$ cat src/rtl/divisor_secuencial.sv
// divisor_secuencial: sequential 8-bit unsigned restoring divider.
// One quotient bit is produced per clock. A divide takes 8 cycles, and a
// divide by zero takes 1 cycle.
// Input handshake is start_i/ready_o. Output handshake is valid_o/ack_i.
// Optional feature macro: DIVSEQ_DIVZERO_FLAG_EN adds the div_zero_o port.
module divisor_secuencial (
  input  logic       clk_i,
  input  logic       rst_ni,
  input  logic       start_i,
  input  logic [7:0] data0_i,
  input  logic [7:0] data1_i,
  output logic       ready_o,
  output logic       valid_o,
  input  logic       ack_i,
  output logic [7:0] quotient_o,
  output logic [7:0] remainder_o
`ifdef DIVSEQ_DIVZERO_FLAG_EN
  ,
  output logic       div_zero_o
`endif
);

  typedef enum logic [1:0] {
    ST_IDLE = 2'd0,
    ST_BUSY = 2'd1,
    ST_DONE = 2'd2
  } state_t;

  // One restoring step.
  // Bring the next dividend bit into the partial remainder and try to
  // subtract the divisor. Bit 8 of the 9-bit difference is the borrow.
  // The partial remainder is always below the divisor, so a non-negative
  // difference always fits in 8 bits.
  // The returned value is {quotient_bit, next_partial[8:0]}.
  function automatic logic [9:0] f_restore_step(
    input logic [8:0] partial,
    input logic       dividend_msb,
    input logic [7:0] divisor
  );
    logic [8:0] shifted;
    logic [8:0] trial;
    shifted = {partial[7:0], dividend_msb};
    trial   = shifted - {1'b0, divisor};
    if (trial[8] == 1'b0) begin
      f_restore_step = {1'b1, trial};
    end else begin
      f_restore_step = {1'b0, shifted};
    end
  endfunction

  state_t      r_state;
  logic [7:0]  r_dividend;   // dividend bits shift out, quotient bits shift in
  logic [7:0]  r_divisor;
  logic [8:0]  r_partial;
  logic [2:0]  r_count;
  logic        r_ready;
  logic        r_valid;
  logic [7:0]  r_quotient;
  logic [7:0]  r_remainder;
`ifdef DIVSEQ_DIVZERO_FLAG_EN
  logic        r_div_zero;
`endif

  logic [9:0]  w_step;
  logic        w_qbit;
  logic [8:0]  w_next_partial;
  logic        w_last;
  logic        w_divisor_zero;

  assign w_step         = f_restore_step(r_partial, r_dividend[7], r_divisor);
  assign w_qbit         = w_step[9];
  assign w_next_partial = w_step[8:0];
  assign w_last         = (r_count == 3'd7);
  assign w_divisor_zero = (r_divisor == 8'd0);

  // Control FSM and datapath with registered handshake and result outputs
  always_ff @(posedge clk_i or negedge rst_ni) begin
    if (!rst_ni) begin
      r_state     <= ST_IDLE;
      r_dividend  <= 8'd0;
      r_divisor   <= 8'd0;
      r_partial   <= 9'd0;
      r_count     <= 3'd0;
      r_ready     <= 1'b1;
      r_valid     <= 1'b0;
      r_quotient  <= 8'd0;
      r_remainder <= 8'd0;
`ifdef DIVSEQ_DIVZERO_FLAG_EN
      r_div_zero  <= 1'b0;
`endif
    end else begin
      case (r_state)
        ST_IDLE: begin
          // ready_o is high in IDLE, so start_i alone is the accept condition.
          if (start_i) begin
            r_dividend <= data0_i;
            r_divisor  <= data1_i;
            r_partial  <= 9'd0;
            r_count    <= 3'd0;
            r_ready    <= 1'b0;
            if (data1_i == 8'd0) begin
              r_state <= ST_DONE;
            end else begin
              r_state <= ST_BUSY;
            end
          end else begin
            r_state <= ST_IDLE;
          end
        end

        ST_BUSY: begin
          r_partial  <= w_next_partial;
          r_dividend <= {r_dividend[6:0], w_qbit};
          r_count    <= r_count + 3'd1;
          // The counter wraps from 7 to 0 on the 8th step.
          // The last quotient bit and the final remainder are taken straight
          // from this step, so the result registers load on the same edge.
          if (w_last) begin
            r_state     <= ST_DONE;
            r_valid     <= 1'b1;
            r_quotient  <= {r_dividend[6:0], w_qbit};
            r_remainder <= w_next_partial[7:0];
`ifdef DIVSEQ_DIVZERO_FLAG_EN
            r_div_zero  <= 1'b0;
`endif
          end else begin
            r_state <= ST_BUSY;
          end
        end

        ST_DONE: begin
          // A divide by zero enters DONE with valid_o low.
          // Its fixed result is published one edge later, with no iterations.
          // ack_i has no effect until valid_o is high.
          if (!r_valid) begin
            r_valid     <= 1'b1;
            r_quotient  <= 8'hFF;
            r_remainder <= r_dividend;
`ifdef DIVSEQ_DIVZERO_FLAG_EN
            r_div_zero  <= w_divisor_zero;
`endif
          end else if (ack_i) begin
            r_valid <= 1'b0;
            r_ready <= 1'b1;
            r_state <= ST_IDLE;
          end else begin
            r_state <= ST_DONE;
          end
        end

        default: begin
          r_state <= ST_IDLE;
          r_ready <= 1'b1;
          r_valid <= 1'b0;
        end
      endcase
    end
  end

  assign ready_o     = r_ready;
  assign valid_o     = r_valid;
  assign quotient_o  = r_quotient;
  assign remainder_o = r_remainder;
`ifdef DIVSEQ_DIVZERO_FLAG_EN
  assign div_zero_o  = r_div_zero;
`endif

endmodule

$ cat config.mk
export PLATFORM = sky130hd
export DESIGN_NAME = divisor_secuencial
export DESIGN_NICKNAME = d
export VERILOG_FILES = /design/src/rtl/divisor_secuencial.sv
export SDC_FILE = /design/constraint.sdc
export NUM_CORES = 1
export LEC_CHECK = 0
export BUFFER_PORTS_ARGS = -buffer_cell sky130_fd_sc_hd__buf_2
export CAP_MARGIN = 20
export CORE_MARGIN = 1.5
export CORE_UTILIZATION = 25
export DETAILED_ROUTE_END_ITERATION = 10
export PLACE_DENSITY = 0.4
export SYNTH_ARGS = -nofsm -noshare
export SYNTH_HDL_FRONTEND = slang
export SYNTH_SLANG_ARGS = --single-unit
$ cat constraint.sdc
create_clock -name clk_i -period 5.3 [get_ports clk_i]
set_input_delay 1.06 -clock clk_i [delete_from_list [all_inputs] [get_ports clk_i]]
set_output_delay 1.06 -clock clk_i [all_outputs]
set_load 0.05 [all_outputs]
# Word level (Yosys, flattened, before mapping)
# Cells that the tools add are included.
# Widths: inputs -> output; s select.
op_classes:
  mux: 27
  n_eq_ne: 8
  mul: 0
  add_sub_neg: 2
  div_mod_pow: 0
  shifts: 0
  bitwise_logic: 2
  reduce_logical: 9
  order_cmp: 0
op_table:
  columns: ["cell", "count"]
  rows:
  - ["$pmux 8 s2", 4]
  - ["$mux 8", 6]
  - ["$mux 10", 1]
  - ["$mux 2", 5]
  - ["$ne 2x2->1 const B", 5]
  - ["$sub 9x8->9", 1]
  - ["$logic_not 8->1", 1]
  - ["$mux 1", 6]
  - ["$pmux 1 s3", 2]
  - ["$pmux 2 s3", 1]
  - ["$pmux 3 s2", 1]
  - ["$reduce_and 2->1", 3]
  - ["$reduce_and 4->1", 1]
  - ["$reduce_bool 2->1", 2]
  - ["$add 3x1->3 const B", 1]
  - ["$eq 3x3->1 const B", 1]
  - ["$mux 3", 1]
  - ["$reduce_and 3->1", 1]
  - ["$eq 2x1->1 const B", 1]
  - ["$eq 2x2->1 const B", 1]
  - ["$logic_not 2->1", 1]
  - ["$not 1->1", 2]
word_totals:
  memories: 0
  latch_bits: 0
  reg_bits: 47
  romBits: 0
  mem_bits_rw: 0
  inputBits: 20
  elab_cells: 57
  out_inout_bits: 18

# Depth between registers and ports, before layout
logic_depth:
  depth_word: 4
  ltp_mapped: 10
  ltp_nobuf: 10

# Least setup slack after synthesis
# No wires, ideal clock.
synth_timing:
  kind: "register to register"
  startpoint: "register r_dividend[7]"
  endpoint: "register r_remainder[1], in the netlist remainder_o[1]"
  path_buffers: 0
  setup_ns: 0.134
  period_less_slack_ns: 2.486
  required_ns: 5.166
  setup_slack_ns: 2.814
  stages_incl_launch_ff: 11
  t_arrival_ns: 2.351
  path_cell_list: "dfrtp_1 -> inv_1 -> ha_1 -> inv_1 -> fa_1 -> a21o_1 -> a221o_2 -> and4b_1 -> a311o_1 -> a211oi_2 -> o22ai_1"
synth_between:
  elab_chain_len: 4
synth_lines:
  columns: ["item", "line", "text"]
  rows:
  - ["start: declaration", "52", "logic [7:0] r_dividend;"]
  - ["start signal: assignment", "96", "r_dividend <= data0_i;"]
  - ["start signal: assignment", "113", "r_dividend <= {r_dividend[6:0], w_qbit};"]
  - ["$sub 9x8->9", "43", "trial = shifted - {1'b0, divisor};"]
  - ["$mux 10", "44", "if (trial[8] == 1'b0) begin"]
  - ["$mux 8", "118", "if (w_last) begin"]
  - ["$pmux 8 s2", "92", "case (r_state)"]
  - ["end signal: assignment", "122", "r_remainder <= w_next_partial[7:0];"]
  - ["end signal: assignment", "138", "r_remainder <= r_dividend;"]
  - ["end: declaration", "59", "logic [7:0] r_remainder;"]
# No other way between the ends. The select of a mux whose other input is x is not followed.
# A chain may end at the register's enable or synchronous reset.

# Final worst setup path
layout_timing:
  startpoint: "register r_dividend[7]"
  endpoint: "register r_partial[3]"
layout_between:
  elab_chain_len: 3
layout_lines:
  columns: ["item", "line", "text"]
  rows:
  - ["$sub 9x8->9", "43", null]
  - ["$mux 10", "44", null]
  - ["$pmux 8 s2", "92", null]
  - ["end signal: assignment", "112", "r_partial <= w_next_partial;"]
  - ["end: declaration", "54", "logic [8:0] r_partial;"]
# No other way between the ends.

==> metrics.txt <==
# TYPE chip_impl_metric gauge
chip_impl_info{name="run_status",value="completed"} 1
chip_impl_metric{name="layout-drive-gt1-share",unit=""} 0.202
chip_impl_metric{name="post_synthesis_compound_gate_area_fraction",unit=""} 0.210
chip_impl_info{name="holdCritPathClass",value="register to register"} 1
chip_impl_metric{name="worst_slew_margin_relative_to_its_limit",unit=""} 0.355
chip_impl_info{name="critical_path_sink_type",value="register"} 1
chip_impl_metric{name="m1WireLength",unit="mm"} 3.19
chip_impl_metric{name="setup_viol",unit=""} 0
chip_impl_metric{name="n_antenna_cell",unit=""} 0
chip_impl_info{name="timing.critical_path.mode_cell",value="inv_1"} 1
chip_impl_metric{name="holdBufCountCts",unit=""} 0
chip_impl_metric{name="grt_start_max_net_pins",unit=""} 48
chip_impl_metric{name="clkLatencyLatePin",unit="ps"} 300
chip_impl_metric{name="cts-buffers-inserted",unit=""} 5
chip_impl_metric{name="yosys_warnings",unit=""} 0
chip_impl_metric{name="initial_antenna_violation_count",unit=""} 0
chip_impl_metric{name="synthCells",unit=""} 270
chip_impl_metric{name="die_x",unit="um"} 105
chip_impl_metric{name="totalNegativeSetupSlack",unit="ps"} 0
chip_impl_metric{name="wirelength",unit="mm"} 6.47
chip_impl_metric{name="synthesis.area",unit="um^2"} 2600
chip_impl_metric{name="grt_overflow",unit=""} 0
chip_impl_info{name="holdCritStartpoint",value="r_count[2]$_DFFE_PN0P_"} 1
chip_impl_info{name="commonest_non_fill_non_tap_cells_in_the_layout",value="dfrtp_1 (46), buf_2 (37), nand2_1 (31)"} 1
chip_impl_metric{name="drcViolationCount",unit=""} 0
chip_impl_metric{name="postCtsSetupBuffers",unit=""} 0
chip_impl_info{name="hold_path_end",value="r_count[2]$_DFFE_PN0P_"} 1
chip_impl_metric{name="routed_via_density",unit=""} 4.67
chip_impl_metric{name="grt_pass1_wl",unit="mm"} 11.0
chip_impl_metric{name="num-nets-final",unit=""} 341
chip_impl_metric{name="first_global_vias",unit=""} 2143
chip_impl_metric{name="fp-row-count",unit=""} 37
chip_impl_info{name="rsz0062_at_grt",value="no"} 1
chip_impl_metric{name="worst-r2r-cell-count",unit=""} 9
chip_impl_info{name="root_buffer",value="clkbuf_8"} 1
chip_impl_metric{name="met3WireLength",unit="um"} 114
chip_impl_metric{name="slew_viol_final",unit=""} 0
chip_impl_metric{name="maximum_clock_skew_at_final_layout",unit="ps"} 7.16
chip_impl_metric{name="cp_data_arrival_time",unit="ps"} 2990
chip_impl_metric{name="final_cell_count_no_fill",unit=""} 443
chip_impl_metric{name="core_area",unit="um^2"} 10200
chip_impl_metric{name="cts.sinks",unit=""} 47
chip_impl_metric{name="port_buffers",unit=""} 37
chip_impl_metric{name="cts.reportedPaths.clkPinSlew",unit="ps"} 90
chip_impl_metric{name="worst-slew-pin-transition",unit="ps"} 968
chip_impl_metric{name="dr_wl_met2",unit="mm"} 3.12
chip_impl_metric{name="dpl_cell_area",unit="um^2"} 2940
chip_impl_metric{name="yosys.cell_types.count",unit=""} 44
chip_impl_metric{name="post_cts_resized",unit=""} 0
chip_impl_metric{name="synth_nets",unit=""} 305
chip_impl_metric{name="xor_xnor_fraction_of_synth_area",unit=""} 0.0202
chip_impl_metric{name="area_delta_synth_final",unit="%"} 17.7
chip_impl_metric{name="synth-seq-area-share",unit=""} 0.453
chip_impl_metric{name="design.portCount",unit=""} 38
chip_impl_info{name="cp_slowest_cell",value="a21oi_2"} 1
chip_impl_metric{name="share_of_cell_area_taken_by_muxes_after_synthesis",unit=""} 0.0770
chip_impl_metric{name="timing.final.crit_period",unit="ps"} 2840
chip_impl_info{name="highest-signal-layer",value="met4"} 1
chip_impl_metric{name="critical_path_required",unit="ps"} 5450
chip_impl_metric{name="async_flop_share",unit=""} 1.00
chip_impl_metric{name="gp_congestion",unit=""} 0.740
chip_impl_info{name="r2r-end",value="r_partial[3]$_DFFE_PN0P_"} 1
chip_impl_metric{name="start_util",unit=""} 0.255
chip_impl_metric{name="die_area",unit="um^2"} 11000
chip_impl_info{name="startpoint_type",value="register"} 1
chip_impl_metric{name="groute.usage.overall",unit=""} 0.127
chip_impl_metric{name="die_h",unit="um"} 105
chip_impl_metric{name="worstHoldPathCells",unit=""} 2
chip_impl_metric{name="number_of_enable_type_register_cells_in_the_synthesized_netlist",unit=""} 0
chip_impl_metric{name="synth_area_per_cell",unit="um^2"} 9.62
chip_impl_metric{name="dpl.cell_count",unit=""} 435
chip_impl_info{name="ys_dominant_reg_cell",value="dfrtp_1"} 1
chip_impl_info{name="final_common_cell",value="dfrtp_1"} 1
chip_impl_info{name="dominant_combinational_cell_family_by_area_after_synthesis",value="compound AO/OA/AOI/OAI gates"} 1
chip_impl_metric{name="layout_worst_path_cycle_share",unit=""} 0.537
chip_impl_metric{name="drt_pass1_iterations",unit=""} 4
chip_impl_metric{name="antenna_violating_nets_post_route",unit=""} 0
chip_impl_metric{name="htree_levels",unit=""} 2
chip_impl_info{name="path_cells",value="inv_1 -> ha_1 -> inv_1 -> fa_1 -> a21o_1 -> a221o_2 -> a21oi_2 -> mux2i_1 -> o31ai_1"} 1
chip_impl_metric{name="num_vias",unit=""} 2071
chip_impl_metric{name="achievable-frequency",unit="MHz"} 352
chip_impl_metric{name="hold_violations",unit=""} 0
chip_impl_info{name="clock_tree_from_tritoncts",value="done"} 1
chip_impl_info{name="path_class",value="register to register"} 1
chip_impl_metric{name="path_max_fanout",unit=""} 7
chip_impl_metric{name="critical-path-max-stage-delay",unit="ps"} 460
chip_impl_metric{name="detailedPlacementHpwl",unit="mm"} 4.81
chip_impl_metric{name="post_synth_and_or_nand_nor_area_fraction",unit=""} 0.127
chip_impl_metric{name="number_of_fill_cells",unit=""} 1114
chip_impl_metric{name="yosys.area_share.adder",unit=""} 0.0751
chip_impl_metric{name="maxCapViolCount",unit=""} 0
chip_impl_metric{name="rrSetupSlack",unit="ps"} 2460
chip_impl_metric{name="avgRoutedWirePerCell",unit="um"} 14.6
chip_impl_metric{name="stdcell_area",unit="um^2"} 3060
chip_impl_metric{name="max-clock-path-buffers",unit=""} 2
chip_impl_metric{name="drt-initial-drc-count",unit=""} 64
chip_impl_metric{name="synth.ff_latch_count",unit=""} 47
chip_impl_info{name="regToRegStartpoint",value="r_dividend[7]$_DFFE_PN0P_"} 1
-- metal layers --
layer	vias to the layer above	track usage
met5	-	0
met4	0	0.0323
met2	23	0.216
met3	2	0.0200
li1	1041	-
met1	1005	0.168
-- through the flow --
step                utilization  hold WS (ps)  setup WS [ps]
floorplan                     -           454           2810
global route              0.300           535           2180
detailed placement        0.288           478           2310
CTS                       0.300           499           2420
finish                    0.300           493           2460
global placement          0.288           467           2330
-- layout make-up --
| class | count | area, um^2 | area share |
|---|---|---|---|
| Multi-Input combinational cell | 197 | 1330 | 0.435 |
| Sequential cell | 47 | 1180 | 0.385 |
| Timing Repair Buffer | 39 | 200 | 0.0655 |
| Tap cell | 136 | 170 | 0.0556 |
| Clock buffer | 6 | 82.6 | 0.0270 |
| Inverter | 16 | 60.1 | 0.0196 |
| Clock inverter | 2 | 38.8 | 0.0127 |
-- synth_stat cells (2+ instances only) --
cell       n  share of area
o22ai_1    4         0.0096
o21ai_0   26          0.050
o22a_1     7          0.024
or3_1      2         0.0048
o31ai_1    5          0.014
and3_1     2         0.0048
nand2b_1   2         0.0048
nor2b_1    3         0.0072
mux2_2     8          0.035
nor2_1    20          0.029
inv_1     16          0.023
xnor2_1    4          0.013
nand2_1   31          0.045
dfrtp_1   46           0.44
nand3_1    3         0.0058
o211ai_1   2         0.0058
a21oi_1   16          0.031
a211oi_1   2         0.0058
a221oi_1   2         0.0067
clkbuf_1   9          0.013
mux2i_1   11          0.042
nor3_1     3         0.0058
nor4_1     3         0.0072
xor2_1     2         0.0067
ha_1      14          0.067
o21a_1     5          0.014
a21o_1     3         0.0087
a22oi_1    3         0.0087
-- registers in the layout (all words and copies together) (netlist names) --
name         cells
r_dividend       8
quotient_o       8
r_partial        8
r_state          2
r_count          3
ready_o          1
r_divisor        8
valid_o          1
remainder_o      8
-- worst max-delay path: cells and delay by family, from the launching register on --
kind,cells,cell delay (ps)
adders and majority gates,2,590
AOI/OAI and AO/OA,4,1180
DFF,1,420
muxes,1,370
buffers and inverters,2,150
-- worst max-delay path by stage --
stage                         startpoint                          to  cells after the start
2_1_floorplan  r_dividend[7]$_DFFE_PN0P_  remainder_o[1]$_DFFE_PN0P_                     10
3_3_place_gp                     start_i    r_partial[0]$_DFFE_PN0P_                      5
3_5_place_dp                     start_i    r_partial[1]$_DFFE_PN0P_                      5
4_1_cts        r_dividend[7]$_DFFE_PN0P_  remainder_o[3]$_DFFE_PN0P_                      9
5_1_grt           r_state[1]$_DFFE_PN0N_      r_count[0]$_DFFE_PN0P_                      6
6_report       r_dividend[7]$_DFFE_PN0P_    r_partial[3]$_DFFE_PN0P_                      9
-- cell families after synthesis --
| family | Yosys count |
|---|---|
| AOI/OAI and AO/OA | 84 |
| and+or+nand+nor | 73 |
| DFF | 47 |
| buffers and inverters | 26 |
| muxes | 19 |
| adders and majority gates | 15 |
| xor gates and xnor gates | 6 |
Power is left out: the tool's default activity adds up to more than one toggle a clock period on the data nets, which glitch-free logic cannot reach.
